`src/rtl/uart_pkg.sv`:
```
// Shared UART definitions: idle line level, baud control-word helper and the
// receiver state encoding used across the UART front end and receiver.
package uart_pkg;

  localparam logic UART_IDLE_LEVEL = 1'b1;

  typedef enum logic [2:0] {
    RX_IDLE,
    RX_START,
    RX_DATA,
    RX_PARITY,
    RX_STOP
  } FSM_STATE;

  // Rounded NCO increment: baud * 2^acc_w / f_clk.
  function automatic longint unsigned calc_phase_inc(input longint unsigned f_clk,
                                                     input longint unsigned baud,
                                                     input int unsigned     acc_w);
    return ((baud << acc_w) + (f_clk >> 1)) / f_clk;
  endfunction

endpackage

```
`src/rtl/uart_sync_filter.sv`:
```
// RX pin synchroniser (idle-high flop chain) with an optional 3-sample majority
// filter, enabled by defining UART_GLITCH_FILTER_EN.
module uart_sync_filter
  import uart_pkg::*;
#(
  parameter int SYNC_STAGES = 2  // legal range 2..4
) (
  input  logic clk,
  input  logic reset,
  input  logic i_rx_async,
  output logic o_rx
);

  logic [SYNC_STAGES-1:0] r_sync;
  logic                   w_sync_out;

  always_ff @(posedge clk) begin
    if (reset) begin
      r_sync <= {SYNC_STAGES{UART_IDLE_LEVEL}};
    end else begin
      r_sync <= {r_sync[SYNC_STAGES-2:0], i_rx_async};
    end
  end

  assign w_sync_out = r_sync[SYNC_STAGES-1];

`ifdef UART_GLITCH_FILTER_EN
  // Window = current synchroniser output plus the two before it.
  logic [1:0] r_hist;
  logic       r_filt;
  logic       w_maj;

  assign w_maj = (w_sync_out & r_hist[0]) | (w_sync_out & r_hist[1]) |
                 (r_hist[0] & r_hist[1]);

  always_ff @(posedge clk) begin
    if (reset) begin
      r_hist <= {2{UART_IDLE_LEVEL}};
      r_filt <= UART_IDLE_LEVEL;
    end else begin
      r_hist <= {r_hist[0], w_sync_out};
      r_filt <= w_maj;
    end
  end

  assign o_rx = r_filt;
`else
  assign o_rx = w_sync_out;
`endif

endmodule

```
`src/rtl/uart_baud_gen.sv`:
```
// UART receive front end: synchronised RX, NCO baud tick with mid-bit re-phasing,
// start-edge and line-break strobes. Optional glitch filter: UART_GLITCH_FILTER_EN.
// No valid/ready handshakes: every output is a free-running strobe or level.
module uart_baud_gen
  import uart_pkg::*;
#(
  parameter int ACC_W       = 16,
  parameter int BREAK_TICKS = 20,
  parameter int SYNC_STAGES = 2
) (
  input  logic             clk,
  input  logic             reset,
  input  logic             enable,
  input  logic [ACC_W-1:0] phase_inc,
  input  logic             phase_accum_reset,
  input  logic             rx_async,
  output logic             RX,
  output logic             baud_tick,
  output logic             start_edge,
  output logic             break_det
);

  localparam int               CNT_W      = $clog2(BREAK_TICKS + 1);
  localparam logic [CNT_W-1:0] BREAK_MAX  = CNT_W'(BREAK_TICKS);
  localparam logic [CNT_W-1:0] BREAK_LAST = CNT_W'(BREAK_TICKS - 1);
  localparam logic [ACC_W-1:0] HALF_PHASE = {1'b1, {(ACC_W-1){1'b0}}};

  logic             w_rx;
  logic [ACC_W:0]   w_sum;
  logic             w_brk_count_en;
  logic [ACC_W-1:0] r_acc;
  logic             r_baud_tick;
  logic             r_rx_prev;
  logic             r_start_edge;
  logic [CNT_W-1:0] r_brk_cnt;
  logic             r_break_det;

  uart_sync_filter #(
    .SYNC_STAGES(SYNC_STAGES)
  ) u_sync_filter (
    .clk       (clk),
    .reset     (reset),
    .i_rx_async(rx_async),
    .o_rx      (w_rx)
  );

  assign w_sum = {1'b0, r_acc} + {1'b0, phase_inc};

  // Preload to half phase so the first tick lands mid-bit; it beats any carry.
  always_ff @(posedge clk) begin
    if (reset) begin
      r_acc       <= '0;
      r_baud_tick <= 1'b0;
    end else if (phase_accum_reset) begin
      r_acc       <= HALF_PHASE;
      r_baud_tick <= 1'b0;
    end else if (enable) begin
      r_acc       <= w_sum[ACC_W-1:0];
      r_baud_tick <= w_sum[ACC_W];
    end else begin
      r_baud_tick <= 1'b0;
    end
  end

  always_ff @(posedge clk) begin
    if (reset) begin
      r_rx_prev    <= UART_IDLE_LEVEL;
      r_start_edge <= 1'b0;
    end else begin
      r_rx_prev    <= w_rx;
      r_start_edge <= r_rx_prev & ~w_rx;
    end
  end

  assign w_brk_count_en = enable & r_baud_tick & ~w_rx;

  // Saturating count of low ticks; the pulse fires only on reaching the limit.
  always_ff @(posedge clk) begin
    if (reset) begin
      r_brk_cnt   <= '0;
      r_break_det <= 1'b0;
    end else begin
      r_break_det <= w_brk_count_en && (r_brk_cnt == BREAK_LAST);
      if (w_rx) begin
        r_brk_cnt <= '0;
      end else if (w_brk_count_en && (r_brk_cnt != BREAK_MAX)) begin
        r_brk_cnt <= r_brk_cnt + CNT_W'(1);
      end
    end
  end

  assign RX         = w_rx;
  assign baud_tick  = r_baud_tick;
  assign start_edge = r_start_edge;
  assign break_det  = r_break_det;

endmodule

```
`config.mk`:
```
export PLATFORM = sky130hd
export DESIGN_NAME = uart_baud_gen
export DESIGN_NICKNAME = d
export VERILOG_FILES = /design/src/rtl/uart_pkg.sv /design/src/rtl/uart_sync_filter.sv /design/src/rtl/uart_baud_gen.sv
export SDC_FILE = /design/constraint.sdc
export NUM_CORES = 1
export LEC_CHECK = 0
export ABC_AREA = 1
export CAP_MARGIN = 10
export CORE_MARGIN = 3
export CORE_UTILIZATION = 38
export CTS_BUF_LIST = sky130_fd_sc_hd__clkbuf_2 sky130_fd_sc_hd__clkbuf_4 sky130_fd_sc_hd__clkbuf_8
export DETAILED_ROUTE_END_ITERATION = 16
export MAX_ROUTING_LAYER = met4
export PLACE_DENSITY = 0.63
export SLEW_MARGIN = 20
export SYNTH_ARGS = -nofsm -noshare
export SYNTH_HDL_FRONTEND = slang
export SYNTH_SLANG_ARGS = --single-unit
```
`constraint.sdc`:
```
create_clock -name clk -period 2 [get_ports clk]
set_input_delay 0.2 -clock clk [delete_from_list [all_inputs] [get_ports clk]]
set_output_delay 0.2 -clock clk [all_outputs]
set_load 0.02 [all_outputs]
```
; ---- Yosys cells after proc, flatten, opt, wreduce, memory -nomap -nowiden
; Cells that the tools add are included.
; Widths: inputs -> output; s select.
[totals]
register_bits = 27
input_bits = 21
wordCells = 25
out_inout_bits = 4
[op_classes]
eq_ne = 2
n_reduce_logical = 6
mux = 2
bitwise = 5
add_sub_neg = 2
[op_table]
columns = operator, n
row1 = $mux 16, 2
row2 = $add 16x16->17, 1
row3 = $add 5x1->5 const B, 1
row4 = $eq 5x5->1 const B, 1
row5 = $ne 5x5->1 const B, 1
row6 = $reduce_or 2->1, 2
row7 = $and 1x1->1, 3
row8 = $reduce_or 3->1, 1
row9 = $logic_and 1x1->1, 2
row10 = $not 1->1, 2
row11 = $reduce_bool 2->1, 1

; ---- Longest topological paths before layout
[depth]
word_depth = 3
mapped_depth = 12
mapped_depth_nobuf = 12

; ---- Modules after synthesis
; Synthesis repeated with hierarchy kept, for this count alone.
[unflattened]
hier_cells = 281
hier_area_um2 = 1826.8
[modules_own_cells]
columns = mod, cells_per_inst, instances, seq_area_each_um2, area_per_inst_um2
row1 = uart_baud_gen, 274, 1, 500.5, 1767.9
row2 = uart_sync_filter, 7, 1, 40.0, 58.8

; ---- Worst setup path after synthesis
; Ideal clock, no wire load.
[synth_path]
path_type = register to register
from = register r_acc[0]
to = register r_acc[10]
synth_period_minus_slack_ps = 1646
setup_time_ps = 109
t_arrival_ps = 1537
stages_incl_launch_ff = 13
path_slack_ps = 354
path_buffers = 0
required_time_ps = 1891
cell_sequence = dfxtp_1 ha_1 fa_1 nand2_1 nand3_1 nand3_1 nand2_1 a21oi_2 inv_1 nand2_1 nand3_1 nand2_1 inv_1
[synth_via]
elab_chain_cells = 1
[synth_lines]
columns = item, line
row1 = "start, declared", uart_baud_gen.sv:31  ; logic [ACC_W-1:0] r_acc;
row2 = "start signal, assigned", uart_baud_gen.sv:58  ; r_acc <= w_sum[ACC_W-1:0];
row3 = $add 16x16->17, uart_baud_gen.sv:47  ; assign w_sum = {1'b0, r_acc} + {1'b0, phase_inc};
; Every way passes these cells.
; A chain may end at the register's enable or synchronous reset.

; ---- Worst setup path after layout
[layout_path]
from = input port phase_inc[0]
to = register r_acc[10]
[layout_via]
elab_chain_cells = 1
[layout_lines]
columns = item, line
row1 = "start, declared", uart_baud_gen.sv:14  ; input logic [ACC_W-1:0] phase_inc,
row2 = $add 16x16->17, uart_baud_gen.sv:47
; Every way passes these cells.

==> summary.log <==
[sta] smallest hold slack 0.426 ns
[synth] number of enable flip-flop cells after synthesis 0
[sta] total negative slack 0 ns
[worst_setup_path] category of the worst setup path capture point flip-flop
[worst_setup_path] Worst Path Required 2.19 ns
[sta] number of hold-slack violations in the final timing report 0
[grt] total grt overflow 0
[sta] highest clock frequency the design can meet 557 MHz
[synth] cells taking the most area after synthesis sky130_fd_sc_hd__dfxtp_1, sky130_fd_sc_hd__nand2_1, sky130_fd_sc_hd__ha_1, sky130_fd_sc_hd__inv_1, sky130_fd_sc_hd__nor2_1
[final_layout] end-of-flow core utilization 0.492
[synth] unique cell type count in the Yosys netlist 32
[floorplanning] overall die width 76.0 µm
[drt] detailed router's first-iteration violation count 102
[drt] Total Wirelength 4080 µm
[floorplanning] vertical extent of the die 76.0 µm
[worst_setup_path] max incr delay on CP 0.41 ns
[cts] H-tree levels 1
[cts] CTS buffer count 3
[synth] Post-Syn Area per Cell 6.66 µm²
[cts] TritonCTS clock tree built
[floorplanning] die area 5770 µm²
[sta] Max Slew Vio Count 0
[grt] global router's overall resource usage 0.151
[synth] dominant synthesized flop cell sky130_fd_sc_hd__dfxtp_1
[synth] mapped cell area 1860 µm²
[synth] number of storage elements in the synthesis netlist 27
[pwr] power density over the cells 540 nW/µm²
[drt] vias after detailed routing 1746
[floorplanning] CORE AREA 4530 µm²
[sta] largest clock skew in the final design 0.00403 ns
[floorplanning] Cell Rows 24
[min_path] Worst Hold Class reg -> reg
[worst_setup_path] critical path's slowest cell sky130_fd_sc_hd__clkdlybuf4s50_1
[cts] post-cts repair resize count 0
[synth] Post-Syn Nets 319
[final_layout] share of post-route cells with drive strength above 1 0.0556
[worst_setup_path] arrival time worst endpoint 1.99 ns
[sta] crit share post-route 0.898
[cts] Clock Tree Buf Depth 2
[grt] antenna violations before repair 0
[drt] DRC 0
[cts] clock latency on the worst-skew pair 0.28 ns
[grt] via count of the first global-routing pass 1624
[final_layout] signed area change from the synthesized netlist to the final layout 20.1%
[drt] DR WL/cell 11.0 µm
[cts] setup bufs post-CTS 0
[sta] slew of the pin with the lowest slew margin 0.488 ns
[pwr] worst IR drop on VDD 0.000478 V
[pwr] total leakage power 1.12 nW
[floorplanning] starting density of the core 0.410
[run] number of max-cap violations 0
[sta] remaining max-slew budget at the tightest pin 0.674
[synth] sequential-to-total area share from yosys stat 0.291
[final_layout] commonest non-fill, non-tap cell in the layout sky130_fd_sc_hd__nand2_1
[drt] first-pass iteration count of the detailed router 4
[sta] setup repair after global routing missed its margin false
[worst_setup_path] Critical Path Most Common Cell sky130_fd_sc_hd__nand2_1
[placed_design] worst-case setup slack after placement -0.105 ns
[synth] number of warnings issued by yosys 0
[cts] hold buffer count at CTS 0
[final_layout] antenna fix cells 0
[synth] count of mapped cells out of synthesis 279
[grt] first-pass GRT wire length 7090 µm
[floorplanning] number of ports placed on the die boundary 25
[cts] CTS Sinks 27
[drt] average via count per standard cell 4.71
[drt] post-route antenna net violation count 0
[worst_setup_path] launching element type of the critical path primary input
[cts] master cell of the clock root buffer sky130_fd_sc_hd__clkbuf_8
[synth] area share of the leading cell type in the synthesized netlist 0.291
[final_layout] post-layout net count 347
[final_layout] commonest non-fill, non-tap cells in the layout sky130_fd_sc_hd__nand2_1, sky130_fd_sc_hd__inv_1, sky130_fd_sc_hd__nor2_1
[placed_design] cell area after placement 2180 µm²
[placed_design] count of input and output buffers 24
[worst_setup_path] largest fanout on the critical path 3
[status] status completed
[worst_setup_path] cells along the critical path clkdlybuf4s50_1 -> ha_1 -> fa_1 -> nand2_1 -> nand3_1 -> nand3_1 -> nand2_1 -> a21oi_2 -> inv_1 -> nand2_1 -> nand3_1 -> nand2_1 -> inv_1
[grt] largest net degree at the start of global routing 26
[placed_design] estimated wirelength of the detail-placed design 3200 µm
[sta] final critical-path setup slack 0.204 ns
[cts] clock-pin transition on the worst setup and hold timing paths 0.10 ns
[final_layout] area of all placed cells without fillers 2230 µm²
[synth] Yosys top cell by area sky130_fd_sc_hd__dfxtp_1
[worst_setup_path] path type of the worst setup path in -> reg
[placed_design] routability congestion estimate from global placement 0.810
[synth] proportion of register bits with asynchronous set or reset after synthesis 0
[sta] time the final worst path needs with I/O delays and setup 1.80 ns
[sta] number of setup violations in the final report 0
[final_layout] fill cell instance count of the final layout 459
-- path summary, 6_finish.rpt --
check,endpoint,slack [ns],cells past startpoint,startpoint
setup / recovery,r_acc[10],0.20,13,phase_inc[0]
hold / removal,u_sync_filter.r_sync[1],0.43,1,u_sync_filter.r_sync[0]
setup reg to reg,r_acc[10],0.23,12,r_acc[0]
hold reg to reg,u_sync_filter.r_sync[1],0.43,1,u_sync_filter.r_sync[0]
-- power by group --
part / switching (mW) / internal (mW) / total, mW
clock: 0.193 / 0.147 / 0.339
sequential: 0.0113 / 0.557 / 0.569
combinational: 0.166 / 0.130 / 0.297
total: 0.370 / 0.834 / 1.20
-- worst max-delay path, delay by kind of cell --
kind,cells,cell delay (ns)
AO/OA/AOI/OAI,1,0.16
AND/OR/NAND/NOR,7,0.53
adder cells (fa/ha/maj),2,0.62
buffers and inverters,3,0.49
-- cells by family after synthesis --
group,synth area share
and+or+nand+nor,0.304
buffers and inverters,0.100
AOI/OAI and AO/OA,0.136
DFF,0.291
adders and majority gates,0.132
xor gates and xnor gates,0.0377
-- cells in the mapped netlist, types with 3 or more instances --
| library cell | number |
|---|---|
| sky130_fd_sc_hd__ha_1 | 18 |
| sky130_fd_sc_hd__dfxtp_1 | 27 |
| sky130_fd_sc_hd__o21ai_0 | 7 |
| sky130_fd_sc_hd__nor2_1 | 37 |
| sky130_fd_sc_hd__xor2_1 | 5 |
| sky130_fd_sc_hd__o21ai_1 | 7 |
| sky130_fd_sc_hd__nand2_1 | 63 |
| sky130_fd_sc_hd__nor3_1 | 4 |
| sky130_fd_sc_hd__nand3_1 | 19 |
| sky130_fd_sc_hd__a21oi_1 | 22 |
| sky130_fd_sc_hd__xnor2_1 | 3 |
| sky130_fd_sc_hd__inv_1 | 40 |
-- registers in the layout, summed over array words and instances (netlist names) --
name                  count
r_acc                    16
baud_tick                 1
u_sync_filter.r_sync      2
r_rx_prev                 1
start_edge                1
break_det                 1
r_brk_cnt                 5
-- routing by layer --
| metal | track usage | vias to the layer above | wire, µm |
|---|---|---|---|
| met4 | 0.0326 | 0 | 36 |
| met2 | 0.252 | 30 | 1830 |
| met1 | 0.190 | 765 | 2030 |
| met5 | - | - | 0 |
| met3 | 0.0308 | 4 | 184 |
| li1 | - | 947 | - |
-- stage by stage --
step / total power [mW] / cells
finish: 1.20 / 371
global route: 1.29 / 371
floorplan: 0.782 / 279
detailed placement: 0.877 / 367
global placement: 0.876 / 367
CTS: 1.23 / 371
-- layout make-up --
type | count | area [µm²] | share of cell area
sequential | 27 | 541 | 0.242
tap | 65 | 81.3 | 0.0364
clock buffer | 3 | 41.3 | 0.0185
timing repair buffer | 27 | 263 | 0.118
clock inverter | 1 | 8.76 | 0.00392
inverter | 44 | 165 | 0.0740
multi-input combinational | 204 | 1130 | 0.507
Note: power is estimated with default switching activity, not from simulation.
